### src/rtl/hall_pkg.sv
// Shared types and defaults for the wheel Hall-sensor conditioner.
package hall_pkg;

    typedef enum logic [0:0] {
        WAIT_FIRST,
        MEASURE
    } hall_state_e;

    localparam int unsigned FILTER_CYCLES_DEF  = 500;
    localparam int unsigned PERIOD_WIDTH_DEF   = 24;
    localparam int unsigned TIMEOUT_CYCLES_DEF = 5_000_000;

    localparam int unsigned           GLITCH_W   = 8;
    localparam logic [GLITCH_W-1:0]   GLITCH_SAT = '1;

endpackage

### src/rtl/hall_glitch_filter.sv
// Two-flop synchroniser plus stability filter for the raw Hall pin;
// counts pulses that collapse before being accepted.
module hall_glitch_filter
    import hall_pkg::*;
#(
    parameter int unsigned FILTER_CYCLES = FILTER_CYCLES_DEF
) (
    input  logic                clk,
    input  logic                reset,
    input  logic                hall_raw,
    output logic                hall_clean,
    output logic                rise_accept,
    output logic [GLITCH_W-1:0] glitch_count
);

    localparam int unsigned   CW       = $clog2(FILTER_CYCLES + 1);
    localparam logic [CW-1:0] FILT_MAX = CW'(FILTER_CYCLES);

    logic                sync1_q, sync2_q;
    logic                clean_q, clean_d;
    logic [CW-1:0]       cnt_q, cnt_d;
    logic [GLITCH_W-1:0] glitch_q, glitch_d;

    always_comb begin
        cnt_d    = cnt_q;
        clean_d  = clean_q;
        glitch_d = glitch_q;
        if (sync2_q != clean_q) begin
            if (cnt_q == FILT_MAX) begin
                clean_d = sync2_q;
                cnt_d   = '0;
            end else begin
                cnt_d = cnt_q + CW'(1);
            end
        end else if (cnt_q != '0) begin
            cnt_d = '0;
            if (glitch_q != GLITCH_SAT) begin
                glitch_d = glitch_q + GLITCH_W'(1);
            end
        end
    end

    // Next-state view of the accepted 0->1 change; the top registers it.
    assign rise_accept = ~clean_q & clean_d;

    always_ff @(posedge clk) begin
        if (reset) begin
            sync1_q  <= 1'b0;
            sync2_q  <= 1'b0;
            clean_q  <= 1'b0;
            cnt_q    <= '0;
            glitch_q <= '0;
        end else begin
            sync1_q  <= hall_raw;
            sync2_q  <= sync1_q;
            clean_q  <= clean_d;
            cnt_q    <= cnt_d;
            glitch_q <= glitch_d;
        end
    end

    assign hall_clean   = clean_q;
    assign glitch_count = glitch_q;

endmodule

### src/rtl/hall_sensor_conditioner.sv
// Hall-sensor front end: filtered level, rising-edge period measurement
// and stall detection for one wheel.
module hall_sensor_conditioner
    import hall_pkg::*;
#(
    parameter int unsigned FILTER_CYCLES  = FILTER_CYCLES_DEF,
    parameter int unsigned PERIOD_WIDTH   = PERIOD_WIDTH_DEF,
    parameter int unsigned TIMEOUT_CYCLES = TIMEOUT_CYCLES_DEF
) (
    input  logic                    clk,
    input  logic                    reset,
    input  logic                    hall_raw,
    output logic                    hall_clean,
    output logic                    rise_pulse,
    output logic [PERIOD_WIDTH-1:0] period,
    output logic                    period_valid,
    output logic                    stalled,
    output logic [GLITCH_W-1:0]     glitch_count
);

    localparam logic [PERIOD_WIDTH-1:0] TO_VAL = PERIOD_WIDTH'(TIMEOUT_CYCLES);

    logic rise_accept;

    hall_glitch_filter #(
        .FILTER_CYCLES(FILTER_CYCLES)
    ) u_filter (
        .clk         (clk),
        .reset       (reset),
        .hall_raw    (hall_raw),
        .hall_clean  (hall_clean),
        .rise_accept (rise_accept),
        .glitch_count(glitch_count)
    );

    hall_state_e             state_q, state_d;
    logic                    rise_q;
    logic [PERIOD_WIDTH-1:0] pcnt_q, pcnt_d, pcnt_inc;
    logic [PERIOD_WIDTH-1:0] period_q, period_d;
    logic                    pv_q, pv_d;
    logic                    stalled_q, stalled_d;
    logic                    timeout;

    assign pcnt_inc = pcnt_q + PERIOD_WIDTH'(1);
    assign timeout  = (pcnt_inc == TO_VAL);

    always_ff @(posedge clk) begin
        if (reset) begin
            state_q <= WAIT_FIRST;
        end else begin
            state_q <= state_d;
        end
    end

    always_comb begin
        state_d = state_q;
        unique case (state_q)
            WAIT_FIRST: if (rise_accept) state_d = MEASURE;
            MEASURE:    if (!rise_accept && timeout) state_d = WAIT_FIRST;
            default:    state_d = WAIT_FIRST;
        endcase
    end

    // A rise in the same cycle as the timeout wins; stalled holds the counter at 0.
    always_comb begin
        period_d  = period_q;
        pv_d      = 1'b0;
        stalled_d = stalled_q;
        if (rise_accept) begin
            stalled_d = 1'b0;
            if (state_q == MEASURE) begin
                period_d = pcnt_inc;
                pv_d     = 1'b1;
            end
        end else if (timeout) begin
            stalled_d = 1'b1;
            if (state_q == MEASURE) begin
                period_d = '0;
            end
        end
        pcnt_d = (rise_accept || stalled_d) ? '0 : pcnt_inc;
    end

    always_ff @(posedge clk) begin
        if (reset) begin
            rise_q    <= 1'b0;
            pcnt_q    <= '0;
            period_q  <= '0;
            pv_q      <= 1'b0;
            stalled_q <= 1'b0;
        end else begin
            rise_q    <= rise_accept;
            pcnt_q    <= pcnt_d;
            period_q  <= period_d;
            pv_q      <= pv_d;
            stalled_q <= stalled_d;
        end
    end

    assign rise_pulse   = rise_q;
    assign period       = period_q;
    assign period_valid = pv_q;
    assign stalled      = stalled_q;

endmodule

### config.mk
export PLATFORM = sky130hd
export DESIGN_NAME = hall_sensor_conditioner
export DESIGN_NICKNAME = d
export VERILOG_FILES = /design/src/rtl/hall_pkg.sv /design/src/rtl/hall_glitch_filter.sv /design/src/rtl/hall_sensor_conditioner.sv
export SDC_FILE = /design/constraint.sdc
export NUM_CORES = 1
export LEC_CHECK = 0
export ABC_AREA = 1
export BUFFER_PORTS_ARGS = -buffer_cell sky130_fd_sc_hd__buf_2
export CORE_MARGIN = 4
export CORE_UTILIZATION = 50
export CTS_BUF_LIST = sky130_fd_sc_hd__clkbuf_8
export CTS_CLUSTER_DIAMETER = 200
export CTS_CLUSTER_SIZE = 30
export DETAILED_ROUTE_END_ITERATION = 10
export HOLD_SLACK_MARGIN = 0.06
export PLACE_DENSITY = 0.73
export SYNTH_ARGS = -nofsm -noshare
export SYNTH_HDL_FRONTEND = slang
export SYNTH_SLANG_ARGS = --single-unit
export TNS_END_PERCENT = 100
### constraint.sdc
create_clock -name clk -period 2.08 [get_ports clk]
set_input_delay 0.416 -clock clk [delete_from_list [all_inputs] [get_ports clk]]
set_output_delay 0.416 -clock clk [all_outputs]
set_load 0.005 [all_outputs]
# Word level (Yosys, flattened, before mapping)
# Index checks and enable logic that the tools add are counted.
[totals] register_bits=72 input_bits=3 output_inout_bits=36 wordCells=48
[op_classes] n_addsub=3 eq_ne=4 n_mux=15 bitwise_logic=5 reduce_logical=10
[op_table] cell="24-bit two-way mux" count=4
[op_table] cell="9-bit two-way mux" count=3
[op_table] cell="24-bit by 1-bit adder with 24-bit output, second input constant" count=1
[op_table] cell="24-bit by 23-bit equality test with 1-bit output, second input constant" count=1
[op_table] cell="9-bit by 1-bit adder with 9-bit output, second input constant" count=1
[op_table] cell="9-bit equality test, second input constant" count=1
[op_table] cell="9-bit nonzero test" count=1
[op_table] cell="8-bit by 1-bit adder with 8-bit output, second input constant" count=1
[op_table] cell="8-bit inequality test, second input constant" count=1
[op_table] cell="1-bit two-way mux" count=7
[op_table] cell="1-bit NOT" count=4
[op_table] cell="2-bit nonzero test" count=2
[op_table] cell="2-bit OR reduction" count=2
[op_table] cell="3-bit AND reduction" count=1
[op_table] cell="1-bit one-hot mux with 2 select lines" count=1
[op_table] cell="2-bit AND reduction" count=1
[op_table] cell="1-bit AND" count=1
[op_table] cell="1-bit logical AND" count=1
[op_table] cell="1-bit logical NOT" count=1
[op_table] cell="1-bit logical OR" count=1
[op_table] cell="1-bit inequality test" count=1

# Depth between registers and ports, before layout
[depth] ltp_word=8 mapped_depth=17 depth_no_buf=16

# Modules after synthesis
# A second synthesis with hierarchy kept.
[hier_totals] hier_cells=573 hier_area_um2=3706.1
[by_module_without_submodules] module="hall_sensor_conditioner" instances=1 cells_per_inst=411 area_per_inst_um2=2613.8 seq_area_each_um2=1041.0
[by_module_without_submodules] module="hall_glitch_filter" instances=1 cells_per_inst=162 area_per_inst_um2=1092.3 seq_area_each_um2=400.4

# Least setup slack after synthesis
# Ideal clock, no wire load.
[synth_path] path_type="reg-to-reg" from="reg pcnt_q[0]" to="reg period_q[10], in the netlist period[10]" setup_time_ns=0.132 t_arrival_ns=1.901 required_ns=1.948 slack_ns=0.047 path_stages_with_launch=18 n_path_buf=1 synth_period_minus_slack_ns=2.033 cell_sequence="dfxtp_1 -> ha_1 -> nand2_1 -> nor2_4 -> nand2_1 -> nor2_1 -> nand2_1 -> nand2_1 -> nand2_1 -> nor2_1 -> nand2_1 -> nor2_2 -> nand2_1 -> nand2_2 -> nand2_4 -> buf_6 -> nand2_1 -> a21oi_1"
[synth_via] elab_chain_cells=4 elab_cells_between_ends=6 classes_between="add/sub (1); eq/ne (1); mux (2); reduce/logical (2)"
[synth_rtl] element="start: declaration" line_no="hall_sensor_conditioner.sv:38" source="logic [PERIOD_WIDTH-1:0] pcnt_q, pcnt_d, pcnt_inc;"
[synth_rtl] element="start signal: assignment" line_no="hall_sensor_conditioner.sv:93" source="pcnt_q <= pcnt_d;"
[synth_rtl] element="24-bit by 1-bit adder with 24-bit output (*)" line_no="hall_sensor_conditioner.sv:44" source="assign pcnt_inc = pcnt_q + PERIOD_WIDTH'(1);"
[synth_rtl] element="24-bit by 23-bit equality test with 1-bit output" line_no="hall_sensor_conditioner.sv:45" source="assign timeout = (pcnt_inc == TO_VAL);"
[synth_rtl] element="2-bit nonzero test (no source line)"
[synth_rtl] element="2-bit AND reduction (no source line)"
[synth_rtl] element="end signal: assignment" line_no="hall_sensor_conditioner.sv:94" source="period_q <= period_d;"
[synth_rtl] element="end: declaration" line_no="hall_sensor_conditioner.sv:39" source="logic [PERIOD_WIDTH-1:0] period_q, period_d;"
# Mark *: on every way between the ends. The rest lies on a longest branch, timed or not. The select of a mux whose other input is x is not followed.
# A chain may end at the register's enable or synchronous reset.

# Worst setup path in the final report
[layout_path] from="reg pcnt_q[0]" to="reg period_q[11], in the netlist period[11]"
# The elaborated chain is that of the path after synthesis.

==> summary.txt <==
Worst hold path
  – Tightest Hold Check Type: in2reg
  – Hold Path Stages: 3

Die
  – Initial core utilization: 0.523
  – DIE HEIGHT: 90 um
  – Die area: 0.00810 sq mm
  – Die Width: 90 um
  – Cell Rows: 29
  – Boundary Pins: 39
  – Core area: 0.00642 sq mm

Power
  – Total power: 2.62 mW
  – Leakage: 1.86 nW
  – VDD IR max: 0.315 mV
  – Power per cell area: 565 mW/mm^2

Worst setup path
  – Worst setup EP type: register
  – Critical-path maximum fanout: 6
  – Crit path cell chain: ha_4, nand2_4, nor2_4, nand2_2, nor2_4, nand2_2, nand2_4, nand2_4, nor2_4, nand2_1, nor2_2, nand2_2, nand2_8, nand2_8, nand2_2, a21oi_1
  – Crit path DAT: 2490 ps
  – CP top delay family: simple AND/OR/NAND/NOR gates
  – Worst Setup Path Type: reg2reg
  – Worst R2R Path Depth: 16
  – Crit start category: register
  – Most frequent CP cell: nand2_2
  – CP required: 2320 ps
  – Slowest-stage cell, CP: dfxtp_2
  – Cell count along the critical path: 16
  – CP max stage delay: 360 ps
  – Buffers plus inverters on the worst setup path: 0

Layout
  – Antenna Cells: 0
  – Final cell count without fillers: 654
  – Most common cell after layout, fill and taps aside: nand2_1
  – # nets final: 580
  – Share of layout cells above drive strength 1: 0.390
  – Area grow syn2layout: 38.1%
  – Most frequent cells in the layout: nand2_1 (83), inv_1 (59), dfxtp_1 (59)

Logic synthesis
  – Count of cell types in the netlist: 32
  – Top-area cell type share of the netlist area: 0.429
  – Cells after synthesis: 476
  – Mapped Avg Cell Area: 7.06 sq um
  – Syn Nets: 484
  – Yosys warnings: 0
  – Synth Register Bits: 72
  – Ys async rst share: 0
  – Top_reg_cell synth: dfxtp_1
  – Sequential cell area fraction in the yosys report: 0.429
  – Post-synth EDFFs: 0
  – Largest cells by area after synthesis: dfxtp_1 (43%), nand2_1 (14%), nor2_1 (7.4%)
  – Leading area contributor after synthesis: dfxtp_1
  – Mapped cell area: 0.00336 sq mm

Place
  – Placed Cells incl. Taps: 613
  – GPL Wtd Cong: 0.912
  – Detailed placement HPWL: 5880 um
  – Port Buffers: 38

Timing
  – Worst hold slack: 278 ps
  – Slew Viols, Final: 0
  – Peak Freq: 445 MHz
  – Max Clock Skew: 9.40 ps
  – Final Hold Fails: 0
  – Final setup violation count: 48
  – Setup TNS: -4500 ps
  – Crit path time final: 2250 ps
  – Worst slew pin tran: 824 ps
  – RSZ-0062 raised after global routing: true
  – Min setup slack post-route: -167 ps
  – Period utilization: 1.08
  – Rel. slew slack: 0.450

Global routing
  – M3 GR Usage: 0.0609
  – Busiest grt layer: met2
  – Vias in the first global route: 3412
  – Total gr overflow: 0
  – Gr usage total: 0.230
  – Pin count of the biggest net entering global routing: 25
  – Met1 global-route usage: 0.278
  – Initial antenna violation count: 0
  – Met2 usage: 0.388
  – First-pass GRT wire length: 15500 um

Run
  – Max Cap Viol: 0

Drt
  – ANT nets after route: 0
  – DR WL/cell: 14.8 um
  – Initial DRC count: 193
  – # DRC: 0
  – Via/cell ratio: 5.32
  – DRT Pass-1 Iters: 5
  – Total via count after detailed routing: 3482
  – Drt total wl: 9710 um

Clock tree
  – Root Buffer: clkbuf_8
  – H-tree levels: 3
  – Insertion delay to the later sink of the worst-skew pair: 360 ps
  – Clock sink total: 72
  – Clk buf depth: 2
  – Total clock buffers created by CTS: 9
  – Worst-path clk slew: 80 ps
  – CTS tree: yes

Status
  – Failing checks: negative setup slack
  – Status: finished with violations
-- Yosys cell counts (all sizes together), types with 3 or more instances --
library cell / count
nand2: 125
dfxtp: 72
nor2: 72
inv: 60
a21oi: 45
nand3: 29
o21ai: 15
nor3: 11
buf: 7
nand3b: 6
nand4: 6
xnor2: 6
xor2: 6
ha: 5
clkbuf: 4
nor4: 3
-- state kept, by name (all words and copies together) (netlist names) --
signal and flops:
u_filter.sync1_q 1, rise_pulse 1, u_filter.glitch_count 8, u_filter.sync2_q 1
period 24, u_filter.cnt_q 9, period_valid 1, stalled 1
pcnt_q 24, u_filter.hall_clean 1, state_q 1
-- worst register-to-register path, cell delays in order, from the launching register on --
cell     delay (ps)
dfxtp_2         360
ha_4            150
nand2_4          50
nor2_4          210
nand2_2         110
nor2_4          140
nand2_2          80
nand2_4          90
nand2_4          60
nor2_4          110
nand2_1          70
nor2_2          140
nand2_2         120
nand2_8         160
nand2_8         110
nand2_2         110
a21oi_1          70
-- layout make-up --
type / instances / area, sq um
multi-input cells: 336 / 2030
flip-flops and latches: 72 / 1460
clock buffers: 10 / 138
fillers: 470 / 1780
clock inverters: 6 / 60.1
repair buffers: 93 / 631
inverters: 60 / 228
well taps: 77 / 96.3
-- final timing paths --
path               startpoint               end  slack (ps)
max                 pcnt_q[0]        period[11]        -170
max reg2reg         pcnt_q[0]        period[11]        -170
min                  hall_raw  u_filter.sync1_q         280
min reg2reg  u_filter.sync1_q  u_filter.sync2_q         410
-- cells by family (layout without fill, tap and decap cells) --
kind of cell / count (synthesis) / after routing / share of synthesized area
buffers and inverters: 71 / 169 / 0.0871
AO/OA/AOI/OAI: 62 / 62 / 0.102
XOR/XNOR: 12 / 12 / 0.0313
adder cells (fa/ha/maj): 5 / 5 / 0.0186
flip-flops: 72 / 72 / 0.429
AND/OR/NAND/NOR: 254 / 257 / 0.332
-- layer usage --
| metal | up-vias | wire length [um] | part of all wire |
|---|---|---|---|
| met5 | - | 0 | 0 |
| met4 | 0 | 265 | 0.027 |
| met3 | 24 | 540 | 0.056 |
| met2 | 129 | 4820 | 0.50 |
| met1 | 1615 | 4080 | 0.42 |
| li1 | 1714 | - | - |
-- where the power goes --
part / internal (mW) / switching [mW] / total, mW
clock: 0.580 / 0.542 / 1.12
combinational: 0.0347 / 0.0649 / 0.0996
sequential: 1.39 / 0.0127 / 1.40
total: 2.00 / 0.619 / 2.62
-- repair_timing --
action                                  4_1_cts  5_1_grt
endpoints found under the setup margin       49       52
pin swaps                                    17       20
setup buffers                                19        5
hold buffers                                  0        0
cloned                                        3        0
resized for setup                            58       59
-- stage by stage --
step           utilization  setup slack, ps  cell area [sq um]
2_1_floorplan            -             47.2               3360
3_3_place_gp         0.598             -174               3840
3_5_place_dp         0.598             -246               3840
4_1_cts              0.688             -114               4420
5_1_grt              0.723             -256               4640
6_report             0.723             -167               4640
Note: power is estimated with default switching activity, not from simulation.
